--- src/rtl/dht11_poll_ctrl_if.sv ---
// Bundle of the signals between the DHT11 poll controller, the sensor core
// and the display/debug path.
interface dht11_poll_ctrl_if;
    logic        en;
    logic        req;
    logic        dht_start;
    logic        dht_done;
    logic        dht_valid;
    logic [31:0] dht_data;
    logic [7:0]  rh_out;
    logic [7:0]  t_out;
    logic        data_valid;
    logic        new_sample;
    logic        fail;
    logic [7:0]  err_cnt;
    logic        busy;
    logic [1:0]  state;

    // Controller side
    modport slave (
        input  en, req, dht_done, dht_valid, dht_data,
        output dht_start, rh_out, t_out, data_valid, new_sample,
               fail, err_cnt, busy, state
    );

    // Requester / sensor-core side
    modport master (
        output en, req, dht_done, dht_valid, dht_data,
        input  dht_start, rh_out, t_out, data_valid, new_sample,
               fail, err_cnt, busy, state
    );
endinterface

--- src/rtl/dht11_poll_ctrl.sv ---
// DHT11 read scheduler: periodic or manual start pulses, minimum gap
// between attempts, per-attempt timeout, bounded retries and a holding
// register for the last good humidity/temperature reading.
module dht11_poll_ctrl #(
    parameter int CLK_PER_MS = 100000,
    parameter int POLL_MS    = 2000,
    parameter int MIN_GAP_MS = 1000,
    parameter int TIMEOUT_MS = 10,
    parameter int MAX_RETRY  = 3
) (
    input  logic             clk,
    input  logic             rst,
    dht11_poll_ctrl_if.slave bus
);

    localparam logic [1:0] S_IDLE  = 2'd0;
    localparam logic [1:0] S_START = 2'd1;
    localparam logic [1:0] S_WAIT  = 2'd2;
    localparam logic [1:0] S_GAP   = 2'd3;

    // Last cycle index of each timed interval (timers count from 0).
    // poll_tmr is loaded with 1 on the start cycle so that saturation at
    // POLL_LAST lands the next start exactly POLL cycles after the previous.
    localparam logic [31:0] POLL_LAST = 32'(POLL_MS * CLK_PER_MS - 1);
    localparam logic [31:0] TO_LAST   = 32'(TIMEOUT_MS * CLK_PER_MS - 1);
    localparam logic [31:0] GAP_LAST  = 32'(MIN_GAP_MS * CLK_PER_MS - 1);
    localparam logic [7:0]  RETRY_MAX = 8'(MAX_RETRY);

    logic [1:0]  state_reg, state_next;
    logic [31:0] tmr_reg, tmr_next;
    logic [31:0] poll_tmr_reg, poll_tmr_next;
    logic        pending_reg, pending_next;
    logic        retry_flag_reg, retry_flag_next;
    logic [7:0]  retry_cnt_reg, retry_cnt_next;
    logic [7:0]  rh_reg, rh_next;
    logic [7:0]  t_reg, t_next;
    logic        data_valid_reg, data_valid_next;
    logic        new_sample_reg, new_sample_next;
    logic        fail_reg, fail_next;
    logic [7:0]  err_cnt_reg, err_cnt_next;

    logic        poll_due;
    logic        attempt_ok;
    logic        attempt_bad;

    // Decimal bytes of the reading are not shown on the display path.
    logic        unused_bits;
    assign unused_bits = ^{bus.dht_data[23:16], bus.dht_data[7:0]};

    assign poll_due    = (poll_tmr_reg >= POLL_LAST);
    // A done pulse in the timeout cycle takes priority over the timeout.
    assign attempt_ok  = bus.dht_done & bus.dht_valid;
    assign attempt_bad = bus.dht_done ? ~bus.dht_valid : (tmr_reg == TO_LAST);

    // Next-state, timers, retry bookkeeping and result capture
    always_comb begin
        state_next      = state_reg;
        poll_tmr_next   = poll_due ? poll_tmr_reg : poll_tmr_reg + 32'd1;
        pending_next    = pending_reg;
        retry_flag_next = retry_flag_reg;
        retry_cnt_next  = retry_cnt_reg;
        rh_next         = rh_reg;
        t_next          = t_reg;
        data_valid_next = data_valid_reg;
        new_sample_next = 1'b0;
        fail_next       = fail_reg;
        err_cnt_next    = err_cnt_reg;
        tmr_next        = '0;

        case (state_reg)
            S_IDLE: begin
                if (bus.req || pending_reg || (bus.en && poll_due))
                    state_next = S_START;
            end
            S_START: begin
                pending_next  = 1'b0;
                poll_tmr_next = 32'd1;
                state_next    = S_WAIT;
            end
            S_WAIT: begin
                if (attempt_ok) begin
                    rh_next         = bus.dht_data[31:24];
                    t_next          = bus.dht_data[15:8];
                    data_valid_next = 1'b1;
                    new_sample_next = 1'b1;
                    fail_next       = 1'b0;
                    retry_cnt_next  = '0;
                    retry_flag_next = 1'b0;
                    state_next      = S_GAP;
                end else if (attempt_bad) begin
                    if (err_cnt_reg != 8'hFF)
                        err_cnt_next = err_cnt_reg + 8'd1;
                    if (retry_cnt_reg < RETRY_MAX) begin
                        retry_cnt_next  = retry_cnt_reg + 8'd1;
                        retry_flag_next = 1'b1;
                    end else begin
                        fail_next       = 1'b1;
                        retry_cnt_next  = '0;
                        retry_flag_next = 1'b0;
                    end
                    state_next = S_GAP;
                end
            end
            default: begin
                if (tmr_reg == GAP_LAST)
                    state_next = retry_flag_reg ? S_START : S_IDLE;
            end
        endcase

        // Requests arriving while busy are remembered and merged into one read.
        if (bus.req && (state_reg != S_IDLE))
            pending_next = 1'b1;

        // State timer restarts on every state entry and idles at zero.
        if ((state_next == state_reg) && (state_reg != S_IDLE))
            tmr_next = tmr_reg + 32'd1;
    end

    // State and datapath registers with synchronous active-low reset
    always_ff @(posedge clk) begin
        if (!rst) begin
            state_reg      <= S_IDLE;
            tmr_reg        <= '0;
            poll_tmr_reg   <= '0;
            pending_reg    <= 1'b0;
            retry_flag_reg <= 1'b0;
            retry_cnt_reg  <= '0;
            rh_reg         <= '0;
            t_reg          <= '0;
            data_valid_reg <= 1'b0;
            new_sample_reg <= 1'b0;
            fail_reg       <= 1'b0;
            err_cnt_reg    <= '0;
        end else begin
            state_reg      <= state_next;
            tmr_reg        <= tmr_next;
            poll_tmr_reg   <= poll_tmr_next;
            pending_reg    <= pending_next;
            retry_flag_reg <= retry_flag_next;
            retry_cnt_reg  <= retry_cnt_next;
            rh_reg         <= rh_next;
            t_reg          <= t_next;
            data_valid_reg <= data_valid_next;
            new_sample_reg <= new_sample_next;
            fail_reg       <= fail_next;
            err_cnt_reg    <= err_cnt_next;
        end
    end

    assign bus.dht_start  = (state_reg == S_START);
    assign bus.busy       = (state_reg != S_IDLE);
    assign bus.state      = state_reg;
    assign bus.rh_out     = rh_reg;
    assign bus.t_out      = t_reg;
    assign bus.data_valid = data_valid_reg;
    assign bus.new_sample = new_sample_reg;
    assign bus.fail       = fail_reg;
    assign bus.err_cnt    = err_cnt_reg;

endmodule
--- src/flat_wrapper.sv ---
// flat-port wrapper written by rule: the top's interface ports become plain ports
module dht11_poll_ctrl_flat 
#(
    parameter int CLK_PER_MS = 100000,
    parameter int POLL_MS    = 2000,
    parameter int MIN_GAP_MS = 1000,
    parameter int TIMEOUT_MS = 10,
    parameter int MAX_RETRY  = 3
)
  (clk, rst, bus_en, bus_req, bus_dht_done, bus_dht_valid, bus_dht_data, bus_dht_start, bus_rh_out, bus_t_out, bus_data_valid, bus_new_sample, bus_fail, bus_err_cnt, bus_busy, bus_state);
  dht11_poll_ctrl_if bus_i ();
  input  logic clk;
  input  logic rst;
  input wire logic [$bits(bus_i.en)-1:0] bus_en;
  input wire logic [$bits(bus_i.req)-1:0] bus_req;
  input wire logic [$bits(bus_i.dht_done)-1:0] bus_dht_done;
  input wire logic [$bits(bus_i.dht_valid)-1:0] bus_dht_valid;
  input wire logic [$bits(bus_i.dht_data)-1:0] bus_dht_data;
  output wire logic [$bits(bus_i.dht_start)-1:0] bus_dht_start;
  output wire logic [$bits(bus_i.rh_out)-1:0] bus_rh_out;
  output wire logic [$bits(bus_i.t_out)-1:0] bus_t_out;
  output wire logic [$bits(bus_i.data_valid)-1:0] bus_data_valid;
  output wire logic [$bits(bus_i.new_sample)-1:0] bus_new_sample;
  output wire logic [$bits(bus_i.fail)-1:0] bus_fail;
  output wire logic [$bits(bus_i.err_cnt)-1:0] bus_err_cnt;
  output wire logic [$bits(bus_i.busy)-1:0] bus_busy;
  output wire logic [$bits(bus_i.state)-1:0] bus_state;
  assign bus_i.en = bus_en;
  assign bus_i.req = bus_req;
  assign bus_i.dht_done = bus_dht_done;
  assign bus_i.dht_valid = bus_dht_valid;
  assign bus_i.dht_data = bus_dht_data;
  assign bus_dht_start = bus_i.dht_start;
  assign bus_rh_out = bus_i.rh_out;
  assign bus_t_out = bus_i.t_out;
  assign bus_data_valid = bus_i.data_valid;
  assign bus_new_sample = bus_i.new_sample;
  assign bus_fail = bus_i.fail;
  assign bus_err_cnt = bus_i.err_cnt;
  assign bus_busy = bus_i.busy;
  assign bus_state = bus_i.state;
  dht11_poll_ctrl #(.CLK_PER_MS(CLK_PER_MS), .POLL_MS(POLL_MS), .MIN_GAP_MS(MIN_GAP_MS), .TIMEOUT_MS(TIMEOUT_MS), .MAX_RETRY(MAX_RETRY)) u_core (.clk(clk), .rst(rst), .bus(bus_i));
endmodule
--- config.mk ---
export PLATFORM = sky130hd
export DESIGN_NAME = dht11_poll_ctrl_flat
export DESIGN_NICKNAME = d
export VERILOG_FILES = /design/src/rtl/dht11_poll_ctrl_if.sv /design/src/rtl/dht11_poll_ctrl.sv /design/src/flat_wrapper.sv
export SDC_FILE = /design/constraint.sdc
export NUM_CORES = 1
export LEC_CHECK = 0
export CAP_MARGIN = 20
export CORE_AREA = 5 5 85 119
export CTS_BUF_LIST = sky130_fd_sc_hd__clkbuf_8
export CTS_CLUSTER_DIAMETER = 80
export CTS_CLUSTER_SIZE = 28
export DETAILED_ROUTE_END_ITERATION = 12
export DIE_AREA = 0 0 90 124
export GPL_TIMING_DRIVEN = 1
export PLACE_DENSITY = 0.95
export SKIP_CTS_REPAIR_TIMING = 1
export SLEW_MARGIN = 20
export SYNTH_ARGS = -nofsm -noshare
export SYNTH_HDL_FRONTEND = slang
export SYNTH_SLANG_ARGS = --single-unit
export TNS_END_PERCENT = 1
--- constraint.sdc ---
create_clock -name clk -period 5 [get_ports clk]
set_input_delay 0.75 -clock clk [delete_from_list [all_inputs] [get_ports clk]]
set_output_delay 0.75 -clock clk [all_outputs]
set_load 0.01 [all_outputs]
==> impl_metrics.py <==
metrics = {
    "status": {
        "outcome": "finished clean",
    },
    "timing": {
        "fin_setup_tns_ns": 0,
        "finalCritPeriodShare_pct": 72.7,
        "finalClockSkew_ns": 0.0132,
        "fin_crit_ns": 3.63,
        "rsz0062_at_grt": "false",
        "setup_slack_ns": 1.37,
        "drv_slew": 0,
        "setup_viol": 0,
        "tightest_slew_ns": 1.06,
        "finalHoldViolations": 0,
        "slew_headroom_pct": 29.4,
        "fmaxAchievable_mhz": 275,
    },
    "placement": {
        "placed_area_mm2": 0.00580,
        "io_buffers": 52,
        "hpwl_mm": 8.76,
        "dp_cells": 741,
        "gp_congestion": 0.922,
        "place_ws_ns": 1.60,
    },
    "logic_synthesis": {
        "ys.flop_type": "dfxtp_1",
        "synth_enable_flop_cells": 0,
        "synth.most_common_cell": "dfxtp_1",
        "synthDistinctLibCells": 56,
        "ys_ff_latch": 103,
        "yosysTopAreaCellShare_pct": 38.5,
        "synth_area_mm2": 0.00536,
        "yosys_warnings": 0,
        "synth_cells": 609,
        "ys_top_cells_by_count": "103 x dfxtp_1, 79 x nand3_1, 53 x nor2_1, 49 x nand2_1, 35 x mux2i_1",
        "synth-seq-area-share_pct": 38.5,
        "synthTopCellsByArea": "dfxtp_1 38%, nand3_1 7.4%, mux2i_1 6.5%, xor2_1 4.7%, xnor2_1 3.9%",
        "avgSynthCellArea_um2": 8.80,
        "async_reset_ff_share_pct": 0,
        "synth.largest_area_cell": "dfxtp_1",
        "synth_nets": 655,
    },
    "critical_path": {
        "path_cells": "buf_4 -> inv_1 -> ha_1 -> inv_1 -> clkdlybuf4s50_1",
        "path_class": "register to primary output",
        "critPathLaunchType": "register",
        "startpoint": "u_core.bus.state[0]",
        "critPathRequiredTime_ns": 4.25,
        "worstPathMaxFanout": 41,
        "cp_data_arrival_time_ns": 2.88,
        "cp_slowest_cell": "inv_1",
        "reg2reg_from": "u_core.bus.state[0]",
        "critical_path.endpoint_type": "primary output",
        "crit_top_cell": "inv_1",
        "max_stage_delay_ns": 0.59,
        "reg2reg_slack_ns": 1.46,
    },
    "global_routing": {
        "grt_first_pass_wirelength_mm": 22.0,
        "grt_max_degree": 65,
        "overflow": 0,
        "antenna_found_initial": 0,
        "grt_pass1_vias": 4697,
        "track_usage_pct": 23.3,
    },
    "floorplan": {
        "num_rows": 41,
        "die_h_um": 124,
        "start_util_pct": 60.4,
        "floorplan.die_area_mm2": 0.0112,
        "io-pin-count": 69,
        "core_mm2": 0.00887,
        "die_x_um": 90,
    },
    "cells_and_area": {
        "diodes": 0,
        "syn2layout_area_growth_pct": 12.9,
        "final_cells": 757,
        "final_area_mm2": 0.00605,
        "fin_nets": 691,
        "fin_util_pct": 68.2,
        "drive_gt1_share_pct": 4.77,
    },
    "drt": {
        "drc_errors": 0,
        "drtAntennaViolNets": 0,
        "viasPerCell": 6.42,
        "vias": 4860,
        "wl_per_cell_um": 17.6,
        "drt_pass1_iterations": 5,
        "drt_iter0_drc": 393,
        "routed_wl_mm": 13.3,
    },
    "clock_network": {
        "cts-root-buf": "clkbuf_8",
        "cts_tree": "yes",
        "clkTransAtPathRegs_ns": 0.10,
        "clock_path_buffers": 2,
        "numCtsBuffers": 9,
        "clock_latency_ns": 0.38,
        "htreeDepth": 3,
        "cts_sinks": 103,
    },
    "power": {
        "powerDensity_mw_per_mm2": 361,
        "comb_power_share_pct": 30.5,
        "power.switching_mw": 0.735,
        "p_clk_share_pct": 29.0,
        "netSwitchingFraction_pct": 33.7,
        "p_leak_nw": 2.17,
        "p_int_mw": 1.45,
        "vdd_drop_max_mv": 0.284,
        "p_seq_share_pct": 40.5,
    },
    "min_path": {
        "hold_class": "register to register",
        "worstHoldStart": "u_core.bus.data_valid",
    },
    "run": {
        "cap_violations": 0,
    },
}
metal layers:
layer / part of all wire [%] / up-vias / wire (um) / track usage, %
met3: 5.6 / 38 / 743 / 4.35
met5: 0 / - / 0 / 0
met2: 53 / 211 / 7050 / 43.2
li1: - / 2278 / - / -
met4: 2.4 / 0 / 324 / 9.68
met1: 39 / 2333 / 5180 / 26.3
power by group through the flow:
stage / sequential [mW] / clock (mW) / combinational, mW
2_1_floorplan: 0.909 / 0 / 0.593
5_1_grt: 0.889 / 0.677 / 0.709
3_3_place_gp: 0.899 / 0 / 0.623
3_5_place_dp: 0.902 / 0 / 0.644
4_1_cts: 0.883 / 0.639 / 0.658
6_report: 0.884 / 0.633 / 0.665
critical path, delay by kind of cell, from the launching register on:
kind                       cells  cell delay (ns)
adders and majority gates      1             0.51
DFF                            1             0.32
buffers and inverters          4             1.66
layout make-up:
| cell class | instances | area, um2 |
|---|---|---|
| multi-input cells | 463 | 3010 |
| fillers | 640 | 2830 |
| flip-flops and latches | 103 | 2060 |
| repair buffers | 56 | 551 |
| clock buffers | 10 | 138 |
| well taps | 107 | 134 |
| clock inverters | 6 | 108 |
| inverters | 12 | 45.0 |
per-stage QoR:
stage                     hold slack [ns]  power, mW
after floorplan                     0.430       1.50
after global placement              0.437       1.52
after detailed placement            0.438       1.55
after CTS                           0.459       2.18
after global routing                0.489       2.27
final                               0.459       2.18
cell usage in the layout (no fill, tap or decap), types with 2 or more instances in the layout:
cell type / instances
nand4_1: 29
bufinv_16: 3
nor4_1: 15
a22o_1: 16
o21a_1: 2
o21ai_0: 10
and4_1: 7
dfxtp_1: 103
a21oi_1: 16
nor3_1: 15
clkbuf_8: 10
clkdlybuf4s50_1: 52
nand3_1: 79
nor2_1: 52
nand3b_1: 2
xnor2_1: 24
buf_4: 4
ha_1: 8
and2_1: 13
o211ai_1: 3
nand4b_1: 3
nor4bb_1: 2
xor2_1: 29
a31oi_1: 2
or3_1: 9
and3_1: 13
mux2i_1: 35
nand2b_1: 4
inv_1: 13
nand2_1: 49
or4_1: 4
a21o_1: 2
worst paths after layout:
check                                              to  cells past startpoint
worst max register to register     u_core.tmr_reg[27]                      8
worst min register to register  u_core.bus.data_valid                      1
worst min-delay path            u_core.bus.data_valid                      1
worst max-delay path                         bus_busy                      5
logic make-up after synthesis:
kind of cell	count (synthesis)	share of synthesized area (%)
and+or+nand+nor	307	30.3
DFF	103	38.5
AOI/OAI and AO/OA	60	8.83
xor gates and xnor gates	53	8.66
buffers and inverters	43	5.37
muxes	35	6.54
adders and majority gates	8	1.87
(Power assumes the default switching activity.)
